$ cat src/rtl/jtag_scan_sequencer.sv
// JTAG master: walks the TAP through Test-Logic-Reset or a complete IR/DR scan,
// driving registered TMS/TDI and capturing TDO bit-serially into DataOut.
module jtag_scan_sequencer #(
    parameter int MAX_LEN = 32,
    parameter int LEN_W   = 6
) (
    input  logic               TCK,
    input  logic               TRST_N,
    input  logic               Start,
    input  logic               ScanIR,
    input  logic               ResetTap,
    input  logic [LEN_W-1:0]   Len,
    input  logic [MAX_LEN-1:0] DataIn,
    input  logic               TDO,
    output logic               TMS,
    output logic               TDI,
    output logic               Busy,
    output logic               Done,
    output logic [MAX_LEN-1:0] DataOut
);
    localparam int IDX_W = (MAX_LEN > 1) ? $clog2(MAX_LEN) : 1;
    localparam logic [LEN_W-1:0] LEN_MAX  = LEN_W'(MAX_LEN);
    localparam logic [LEN_W-1:0] TLR_LAST = LEN_W'(5);
    localparam logic [LEN_W-1:0] CNT_ONE  = LEN_W'(1);
    localparam logic [LEN_W-1:0] CNT_ZERO = {LEN_W{1'b0}};

    typedef enum logic [3:0] {
        ST_TLR     = 4'd0,
        ST_IDLE    = 4'd1,
        ST_SEL_DR  = 4'd2,
        ST_SEL_IR  = 4'd3,
        ST_CAPTURE = 4'd4,
        ST_SHIFT   = 4'd5,
        ST_EXIT1   = 4'd6,
        ST_UPDATE  = 4'd7,
        ST_FINISH  = 4'd8
    } state_t;

    state_t             state_r, state_s;
    logic [LEN_W-1:0]   cnt_r, cnt_s;
    logic [LEN_W-1:0]   len_r, len_s;
    logic [MAX_LEN-1:0] data_r, data_s;
    logic [MAX_LEN-1:0] dout_r, dout_s;
    logic               ir_r, ir_s;
    logic               tlr_req_r, tlr_req_s;
    logic               tms_r, tms_s;
    logic               tdi_r, tdi_s;
    logic               busy_r, busy_s;
    logic               done_r, done_s;

    // Next state, request latching and TDO capture
    always_comb begin
        state_s   = state_r;
        cnt_s     = cnt_r;
        len_s     = len_r;
        data_s    = data_r;
        dout_s    = dout_r;
        ir_s      = ir_r;
        tlr_req_s = tlr_req_r;
        case (state_r)
            ST_TLR: begin
                if (cnt_r == TLR_LAST) begin
                    cnt_s     = CNT_ZERO;
                    tlr_req_s = 1'b0;
                    // Only a requested walk reports completion; a TRST_N walk does not
                    if (tlr_req_r) state_s = ST_FINISH;
                    else           state_s = ST_IDLE;
                end else begin
                    cnt_s = cnt_r + CNT_ONE;
                end
            end
            ST_IDLE, ST_FINISH: begin
                cnt_s = CNT_ZERO;
                if (ResetTap) begin
                    state_s   = ST_TLR;
                    tlr_req_s = 1'b1;
                end else if (Start && (Len == CNT_ZERO)) begin
                    state_s = ST_FINISH;
                end else if (Start) begin
                    state_s = ST_SEL_DR;
                    ir_s    = ScanIR;
                    len_s   = (Len > LEN_MAX) ? LEN_MAX : Len;
                    data_s  = DataIn;
                    dout_s  = {MAX_LEN{1'b0}};
                end else begin
                    state_s = ST_IDLE;
                end
            end
            ST_SEL_DR: begin
                if (ir_r) state_s = ST_SEL_IR;
                else      state_s = ST_CAPTURE;
            end
            ST_SEL_IR: state_s = ST_CAPTURE;
            // Two TMS=0 cycles: one enters Capture, the next moves the TAP into Shift
            ST_CAPTURE: begin
                if (cnt_r == CNT_ONE) begin
                    cnt_s   = CNT_ZERO;
                    state_s = ST_SHIFT;
                end else begin
                    cnt_s = cnt_r + CNT_ONE;
                end
            end
            ST_SHIFT: begin
                dout_s[cnt_r[IDX_W-1:0]] = TDO;
                if (cnt_r == (len_r - CNT_ONE)) begin
                    cnt_s   = CNT_ZERO;
                    state_s = ST_EXIT1;
                end else begin
                    cnt_s = cnt_r + CNT_ONE;
                end
            end
            ST_EXIT1:  state_s = ST_UPDATE;
            ST_UPDATE: state_s = ST_FINISH;
            default: begin
                state_s   = ST_TLR;
                cnt_s     = CNT_ZERO;
                tlr_req_s = 1'b0;
            end
        endcase
    end

    // Pin values for the state being entered, so TMS/TDI/Busy/Done leave flops
    always_comb begin
        tms_s = 1'b0;
        tdi_s = 1'b0;
        case (state_s)
            ST_TLR: begin
                if (cnt_s == TLR_LAST) tms_s = 1'b0;
                else                   tms_s = 1'b1;
            end
            ST_SEL_DR, ST_SEL_IR, ST_EXIT1: tms_s = 1'b1;
            ST_SHIFT: begin
                tdi_s = data_s[cnt_s[IDX_W-1:0]];
                if (cnt_s == (len_s - CNT_ONE)) tms_s = 1'b1;
                else                            tms_s = 1'b0;
            end
            ST_IDLE, ST_CAPTURE, ST_UPDATE, ST_FINISH: tms_s = 1'b0;
            default: tms_s = 1'b0;
        endcase
        if ((state_s == ST_IDLE) || (state_s == ST_FINISH)) busy_s = 1'b0;
        else                                                busy_s = 1'b1;
        done_s = (state_s == ST_FINISH);
    end

    // State, datapath and output registers
    always_ff @(posedge TCK or negedge TRST_N) begin
        if (!TRST_N) begin
            state_r   <= ST_TLR;
            cnt_r     <= CNT_ZERO;
            len_r     <= CNT_ZERO;
            data_r    <= {MAX_LEN{1'b0}};
            dout_r    <= {MAX_LEN{1'b0}};
            ir_r      <= 1'b0;
            tlr_req_r <= 1'b0;
            tms_r     <= 1'b1;
            tdi_r     <= 1'b0;
            busy_r    <= 1'b1;
            done_r    <= 1'b0;
        end else begin
            state_r   <= state_s;
            cnt_r     <= cnt_s;
            len_r     <= len_s;
            data_r    <= data_s;
            dout_r    <= dout_s;
            ir_r      <= ir_s;
            tlr_req_r <= tlr_req_s;
            tms_r     <= tms_s;
            tdi_r     <= tdi_s;
            busy_r    <= busy_s;
            done_r    <= done_s;
        end
    end

    assign TMS     = tms_r;
    assign TDI     = tdi_r;
    assign Busy    = busy_r;
    assign Done    = done_r;
    assign DataOut = dout_r;

endmodule

$ cat config.mk
export PLATFORM = sky130hd
export DESIGN_NAME = jtag_scan_sequencer
export DESIGN_NICKNAME = d
export VERILOG_FILES = /design/src/rtl/jtag_scan_sequencer.sv
export SDC_FILE = /design/constraint.sdc
export NUM_CORES = 1
export LEC_CHECK = 0
export ABC_CLOCK_PERIOD_IN_PS = 4150
export CAP_MARGIN = 20
export CORE_MARGIN = 1
export CORE_UTILIZATION = 50
export CTS_BUF_LIST = sky130_fd_sc_hd__clkbuf_4 sky130_fd_sc_hd__clkbuf_8 sky130_fd_sc_hd__clkbuf_16
export CTS_CLUSTER_SIZE = 30
export DETAILED_ROUTE_END_ITERATION = 8
export GPL_TIMING_DRIVEN = 0
export PLACE_DENSITY = 0.81
export SYNTH_ARGS = -nofsm -noshare
export SYNTH_HDL_FRONTEND = slang
export SYNTH_SLANG_ARGS = --single-unit
$ cat constraint.sdc
create_clock -name TCK -period 4.15 [get_ports TCK]
set_clock_uncertainty 0.15 [all_clocks]
set_input_delay 0.83 -clock TCK [delete_from_list [all_inputs] [get_ports TCK]]
set_output_delay 0.83 -clock TCK [all_outputs]
set_load 0.1 [all_outputs]
Word-level counts from Yosys, hierarchy flattened
Cells that the tools add are included.
{ "word_totals": {"ff_bits": 86, "input_bits": 44, "out_inout_bits": 36, "elab_cells": 98} }
{ "classes": {"addsub": 3, "order_cmp": 4, "n_eq_ne": 24, "mux": 39, "bitwise_logic": 3, "reduce_logical": 14} }
{ "op_table": {"columns": ["cell", "count"], "rows": [
  ["$mux 32", 7],
  ["$pmux 32 s2", 1],
  ["$mux 6", 8],
  ["$bwmux 32", 1],
  ["$pmux 4 s8", 1],
  ["$eq 4x3->1 const B", 6],
  ["$mux 4", 6],
  ["$pmux 6 s4", 1],
  ["$eq 4x2->1 const B", 4],
  ["$eq 6x3->1 const B", 2],
  ["$eq 6x6->1", 2],
  ["$lt 5x6->1 const B", 2],
  ["$sub 6x1->6 const B", 2],
  ["$ne 2x2->1 const B", 5],
  ["$eq 4x1->1 const B", 2],
  ["$eq 4x4->1 const B", 2],
  ["$logic_not 4->1", 2],
  ["$mux 1", 8],
  ["$reduce_and 4->1", 2],
  ["$add 6x1->6 const B", 1],
  ["$eq 6x1->1 const B", 1],
  ["$gt 6x6->1 const B", 1],
  ["$logic_not 6->1", 1],
  ["$pmux 1 s3", 2],
  ["other kinds (14)", 17]
]} }

Longest topological paths before layout
Gate-level depths: netlist of the first run.
{ "depth": {"ltp_word": 10, "ltp_mapped": 16, "mapped_depth_nobuf": 13} }

Worst setup path after synthesis of the first run
No wires, ideal clock.
{ "synth_timing": {"path_kind": "input -> register", "from": "input port Len[0]", "to": "register tms_r, in the netlist TMS", "arrival_time_ns": 3.567, "t_required_ns": 3.904, "setup_slack_ns": 0.338, "path_stages": 14, "path_cell_list": "or3_1 > nor4_1 > nor2_1 > clkbuf_1 > buf_1 > a21oi_1 > ha_1 > inv_1 > and3_1 > or2_2 > a31o_2 > nand2_1 > nand4_1 > o32ai_1"} }
{ "synth_via": {"elab_chain_len": 10} }
{ "synth_lines": {"columns": ["element", "line", "source"], "rows": [
  ["start, declared", "12", "input logic [LEN_W-1:0] Len,"],
  ["$gt 6x6->1", "82", "len_s = (Len > LEN_MAX) ? LEN_MAX : Len;"],
  ["$mux 6", "82", null],
  ["$mux 6", "79", "end else if (Start) begin"],
  ["$mux 6", "77", "end else if (Start && (Len == CNT_ZERO)) begin"],
  ["$mux 6", "74", "if (ResetTap) begin"],
  ["$mux 6", "60", "case (state_r)"],
  ["$sub 6x1->6", "134", "if (cnt_s == (len_s - CNT_ONE)) tms_s = 1'b1;"],
  ["$eq 6x6->1", "134", null],
  ["$mux 1", "134", null],
  ["$pmux 1 s3 *", "126", "case (state_s)"],
  ["net tms_s", "46", "logic tms_r, tms_s;"],
  ["end signal, assigned", "167", "tms_r <= tms_s;"],
  ["end, declared", "46", null]
]} }
Mark *: on every way through the listed nets, which the timed path passes. The rest lies on a longest branch.
A chain may end at the register's enable or synchronous reset.

Worst setup path in the final report of the first run
Same ends and word-level chain as after synthesis.

==> results of run 1 <==
==> critical path, delay by kind of cell <==
family	cells	cell delay [ns]
adders and majority gates	1	0.18
and+or+nand+nor	7	1.63
AOI/OAI and AO/OA	3	0.74
buffers and inverters	3	0.70
==> layout by cell type (no fill, tap or decap), types with 3 or more instances in the layout <==
master,n
clkbuf_1,23
nor4_1,4
buf_2,5
nor2b_1,7
nor3_1,16
xnor2_1,9
clkdlybuf4s50_1,78
dfrtp_1,84
nand2b_1,3
inv_1,14
or2_2,3
a21oi_1,47
nand2_1,117
a31oi_1,7
a21o_1,3
mux2i_1,10
and3_1,5
ha_1,6
buf_4,3
mux2_2,4
nand4_1,3
o21ai_0,74
nand3_1,17
clkbuf_8,9
buf_1,4
nor2_1,28
a211o_1,3
xor2_1,6
==> timing repair <==
item                                    CTS  global route
gates resized for setup                   8             3
endpoints found under the setup margin    1             2
setup buffers                             0             1
pin swaps                                 0             1
==> synth_stat cells (all sizes together) (4+ instances only) <==
cell type	n
or2	4
nor4	6
nand2	117
buf	10
nor3	16
mux2	4
nor2	29
and3	5
inv	15
dfrtp	84
mux2i	10
clkbuf	25
o21ai	75
xnor2	9
nand3	18
ha	6
a31oi	9
a21oi	47
xor2	6
nor2b	8
==> power by group through the flow <==
| stage | Clock [mW] | Combinational [mW] | Sequential [mW] |
|---|---|---|---|
| 3_3_place_gp | 0 | 2.51 | 1.27 |
| 4_1_cts | 0.651 | 2.61 | 1.26 |
| 6_report | 0.651 | 2.67 | 1.27 |
| 5_1_grt | 0.694 | 2.86 | 1.30 |
| 3_5_place_dp | 0 | 2.58 | 1.28 |
| 2_1_floorplan | 0 | 1.69 | 1.52 |
==> worst min path at each step <==
stage,from,to,slack (ns),cells past startpoint
after floorplan,data_r[19],data_r[19],0.29,2
after global placement,data_r[19],data_r[19],0.30,2
after detailed placement,data_r[28],data_r[28],0.31,2
after CTS,TRST_N,tlr_req_r,0.27,1
after global routing,TRST_N,data_r[17],0.27,1
final,TRST_N,tlr_req_r,0.25,1
==> state kept, by name, indices dropped and copies added (netlist names) <==
register,cells
Busy,1
DataOut,32
Done,1
TDI,1
TMS,1
cnt_r,6
data_r,32
ir_r,1
len_r,6
state_r,4
tlr_req_r,1
==> cell type report <==
cell class              count  area [sq um]
inverters                  15          58.8
clock buffers              10           131
well taps                 111           139
flip-flops and latches     86          2150
clock inverters             5          83.8
multi-input cells         424          2440
fillers                   766          3230
repair buffers             81           823
plain buffers              33           134
==> routing by layer <==
metal | global-route usage [%] | vias up | routed length (um)
met4 | 12.4 | 0 | 374
met3 | 4.71 | 43 | 820
met2 | 42.9 | 227 | 6020
li1 | - | 2148 | -
met5 | 0 | - | 0
met1 | 34.8 | 2159 | 5420
==> cell families (layout without fill, tap and decap cells) <==
logic type,Yosys count,in the layout,share of synthesized area (%)
xor+xnor,15,15,2.77
buf+inv,50,144,4.14
compound gates,165,165,20.9
mux,15,15,3.53
flops,86,86,45.4
simple gates,223,223,21.7
fa+ha+maj,6,6,1.58
==> results.md, run 1 <==
- Flop-to-flop setup slack: 0.29 ns
- Crit-path max cell delay: 0.45 ns
- Post-synth EDFFs: 0
- Chip height: approximately 99 um
- Place WS: -0.957 ns
- PnR Total Power: 4.59 mW
- Worst r2r src: cnt_r[1]
- Min-delay worst type: in -> async
- RSZ-0062 raised after global routing: false
- Skew-Pair Late Insertion Delay: 0.36 ns
- Pin count of the biggest net entering global routing: 56
- Pre-Repair DR Iteration Count: 7
- Switching Share: 48.3%
- Largest cells by area after synthesis: dfrtp_1 44%, nand2_1 9.3%, o21ai_0 7.8%
- Total track usage: 26.5%
- Critical Path Start: Len[0]
- DRC violations left: 0
- Placed insts: approximately 750
- Pins over their slew limit: 0
- Status: finished, final reports clean
- Global placer's final weighted congestion: 0.872
- CTS root buf: clkbuf_8
- Distinct cell type count of the synthesized netlist: 64
- Die area: 0.00989 sq mm
- Nets@finish: 700
- Least-Margin Pin Slew: 0.989 ns
- DP HPWL: 9160 um
- Synth Instances: between 500 and 600
- Final TNS setup: 0 ns
- # rows: 35
- Core area: 0.00920 sq mm
- Final period util: 95.9%
- DR WL/cell: 16.5 um
- Reg power frac: 27.6%
- Area after DPL: approximately 0.0057 sq mm
- PwrDens: 769 mW/mm^2
- Vias per Instance: 5.98
- Hold_ws: 0.247 ns
- Average size of a mapped cell: 8.48 sq um
- H-tree depth: 3
- CP max FO: 14
- Int Pwr: 2.37 mW
- Syn_nets: 610
- Leak: 2.67 nW
- TritonCTS Buffers: 9
- Reg-to-Reg End: TDI
- Total wire length: 12,600 um
- Seq/Total Area, Yosys: 45.4%
- Worst setup margin: 0.169 ns
- FFs w/ async S/R, synth: between 90% and 100%
- Worst reg-to-reg path cell count: 14
- I/O pin count: 80
- Ant. Diodes: 0
- Global route overflow: 0
- Post-Syn Area: 0.00475 sq mm
- Comb pwr share: 58.1%
- Psw: 2.21 mW
- Antenna violations before repair: 0
- Die width: 99.4 um
- Via count: 4,577
- I/O Buffers: 79
- TritonCTS clock tree: yes
- Layout cells sized above 1: 7.49%
- Final hold vios: 0
- Top cell type's share of synthesized area: 44.3%
- CTS Buffer Depth: 2
- Synth warn: 0
- Peak VDD IR: 0.000333 V
- Arrival time at the worst endpoint: 4.10 ns
- Starting Density: 51.6%
- Non-filler cells, final: about 770
- FMAX: around 250 MHz
- Slew margin rel.: 33.8%
- CP Capture Type: register
- CP max-delay cell: or3_1
- Fin crit period: around 4.0 ns
- Worst Path Class, Setup: in -> reg
- Hold_buf cts: 0
- Post-Route Utilization: 64.9%
- Main flop type after synthesis: dfrtp_1
- Clk sinks: 86
- Area Growth Syn to Fin: 25.6%
- Worst path cell trace: clkdlybuf4s50_1 -> or3_1 -> nor4_4 -> nor2_4 -> buf_4 -> a21oi_1 -> ha_1 -> inv_1 -> and3_1 -> or2_2 -> a31o_2 -> nand2_1 -> nand4_1 -> o32ai_2
- Antenna-violating nets left: 0
- Synth area leader: dfrtp_1
- First-pass GRT wire length: slightly above 20,000 um
- Clk pwr share: between 10% and 20%
- Vias in the first global route: 4,293
- Setup violations, final: 0
- Worst Setup EP: TMS
- Finished Cell Area: between 0.005 and 0.006 sq mm
- Critical Path RT: 4.27 ns
- Startpoint types: input pin
- Clock slew at reported path FFs: 0.09 ns
- Max Cap Viol: 0
- Seq cells post-synth: between 80 and 90
- DR iter-0 viols: 357
Note: power is estimated with default switching activity, not from simulation.
==> inputs of run 2 (changes only) <==
Settings changed: CORE_MARGIN 1 to not set.
==> results of run 2 <==
Same layout as run 1: the final DEF is identical, and so are final timing and power.
==> inputs of run 3 (changes only) <==
Settings changed: RECOVER_POWER set to 50.
==> results.md, run 3 (synthesis results as in run 1) <==
- Status: finished with violations
- Failing checks: capacitance limit, slew limit
- FMAX: between 200 and 300 MHz
- Highest Signal Layer: met4
- Ant. Diodes: 0
- TritonCTS clock tree: yes
- Critical Path Start: Len[0]
- Layout cells sized above 1: under 10%
- Least-Margin Pin Slew: ~1.7 ns
- Reg power frac: 27.7%
- Final hold vios: 0
- Starting Density: 51.6%
- Pre-Repair DR Iteration Count: 5
- Non-filler cells, final: 765
- Fin crit period: 3.95 ns
- Die width: 99.4 um
- Pins over their slew limit: 33
- Psw: 2.21 mW
- Critical path buffers and inverters: 3
- Pin count of the biggest net entering global routing: 56
- Worst Path Class, Setup: in -> reg
- Arrival time at the worst endpoint: 4.07 ns
- Final TNS setup: 0 ns
- Area Growth Syn to Fin: 24.9%
- Clk pwr share: roughly 14%
- Via count: 4,561
- CTS Buffer Depth: 2
- DR WL/cell: 16.5 um
- TritonCTS Buffers: 9
- Setup violations, final: 0
- Leak: 2.65 nW
- Total track usage: 26.5%
- Antenna-violating nets left: 0
- Most frequent cells in the layout: 117 x nand2_1, 84 x dfrtp_1, 78 x clkdlybuf4s50_1
- Most common cell after layout, fill and taps aside: nand2_1
- Hold_ws: 0.330 ns
- Hold Crit Start: data_r[18]
- Met2 WL: 6000 um
- DR WL met3: 756 um
- CTS root buf: clkbuf_8
- Vias in the first global route: approximately 4,300
- Peak VDD IR: about 0.00033 V
- Switching Share: 48.3%
- Total wire length: between 10,000 and 15,000 um
- Nets@finish: 700
- # rows: 35
- Final period util: 95.1%
- Worst setup margin: 0.202 ns
- Clk sinks: 86
- I/O Buffers: about 80
- Global route overflow: 0
- Post-Route Utilization: 64.5%
- RSZ-0062 raised after global routing: false
- Vias per Instance: 5.96
- Placed insts: between 700 and 800
- PwrDens: 772 mW/mm^2
- Top Family by Delay on Critical Path: simple AND/OR/NAND/NOR gates
- First-pass GRT wire length: around 21,000 um
- H-tree depth: 3
- DP HPWL: 9160 um
- Crit-path max cell delay: 0.44 ns
- Place WS: -0.957 ns
- CP max-delay cell: or3_1
- CP Capture Type: register
- Global placer's final weighted congestion: 0.872
- DRC violations left: 0
- Hold_buf cts: 0
- Worst path cell trace: clkdlybuf4s50_1 -> or3_1 -> nor4_4 -> nor2_4 -> buf_4 -> a21oi_1 -> ha_1 -> inv_1 -> and3_1 -> or2_2 -> a31o_2 -> nand2_1 -> nand4_1 -> o32ai_2
- Critical Path RT: 4.27 ns
- Core area: 0.00920 sq mm
- Slew margin rel.: -10.9%
- Startpoint types: input pin
- Max Cap Viol: 1
- Worst r2r src: cnt_r[1]
- I/O pin count: 80
- Skew-Pair Late Insertion Delay: 0.36 ns
- Comb pwr share: 58.1%
- Antenna violations before repair: 0
- Clock slew at reported path FFs: around 0.090 ns
- Int Pwr: 2.37 mW
- CP max FO: 14
- Die area: 0.00989 sq mm
- Min-delay worst type: reg -> reg
- DR iter-0 viols: 374
- M1 wire length: approximately 5500 um
- Chip height: 99.4 um
run 3: repair_timing:
item / in CTS / in global routing
buffers inserted: 0 / 1
pin swaps: 0 / 1
setup endpoints to repair: 1 / 2
resized for setup: 8 / 3
run 3: cell type report:
class	instances	area (sq um)
plain buffers	33	134
clock buffers	10	131
clock inverters	5	83.8
fillers	770	3270
inverters	15	58.8
multi-input cells	424	2430
flip-flops and latches	86	2150
well taps	111	139
repair buffers	81	793
run 3: worst paths after layout:
check | endpoint | slack, ns | cells past startpoint
max | TMS | 0.20 | 14
min | data_r[18] | 0.33 | 2
max reg2reg | TDI | 0.29 | 14
min reg2reg | data_r[18] | 0.33 | 2
max in group asynchronous | data_r[27] | 1.05 | 2
min in group asynchronous | tlr_req_r | 0.73 | 1
run 3: power by group through the flow:
stage | sequential (mW) | combinational, mW | clock [mW]
after floorplan | 1.52 | 1.69 | 0
after global placement | 1.27 | 2.51 | 0
after detailed placement | 1.28 | 2.58 | 0
after CTS | 1.26 | 2.61 | 0.651
after global routing | 1.30 | 2.86 | 0.694
final | 1.27 | 2.66 | 0.649
run 3: routing by layer:
layer | track usage, % | vias to the layer above
met4 | 12.4 | 0
met1 | 34.8 | 2156
li1 | - | 2154
met2 | 42.9 | 204
met5 | 0 | -
met3 | 4.71 | 47
run 3: per-stage QoR:
| stage | power, mW | instance area [sq um] |
|---|---|---|
| floorplan | 3.22 | 4750 |
| global placement | 3.78 | 5680 |
| detailed placement | 3.85 | 5700 |
| CTS | 4.52 | 5950 |
| global route | 4.85 | 5930 |
| finish | 4.57 | 5930 |
run 3: tightest hold or removal path, stage by stage, from the launching register on:
cell and delay, ns:
dfrtp_1 0.33, nand2_1 0.04, nand2_1 0.07
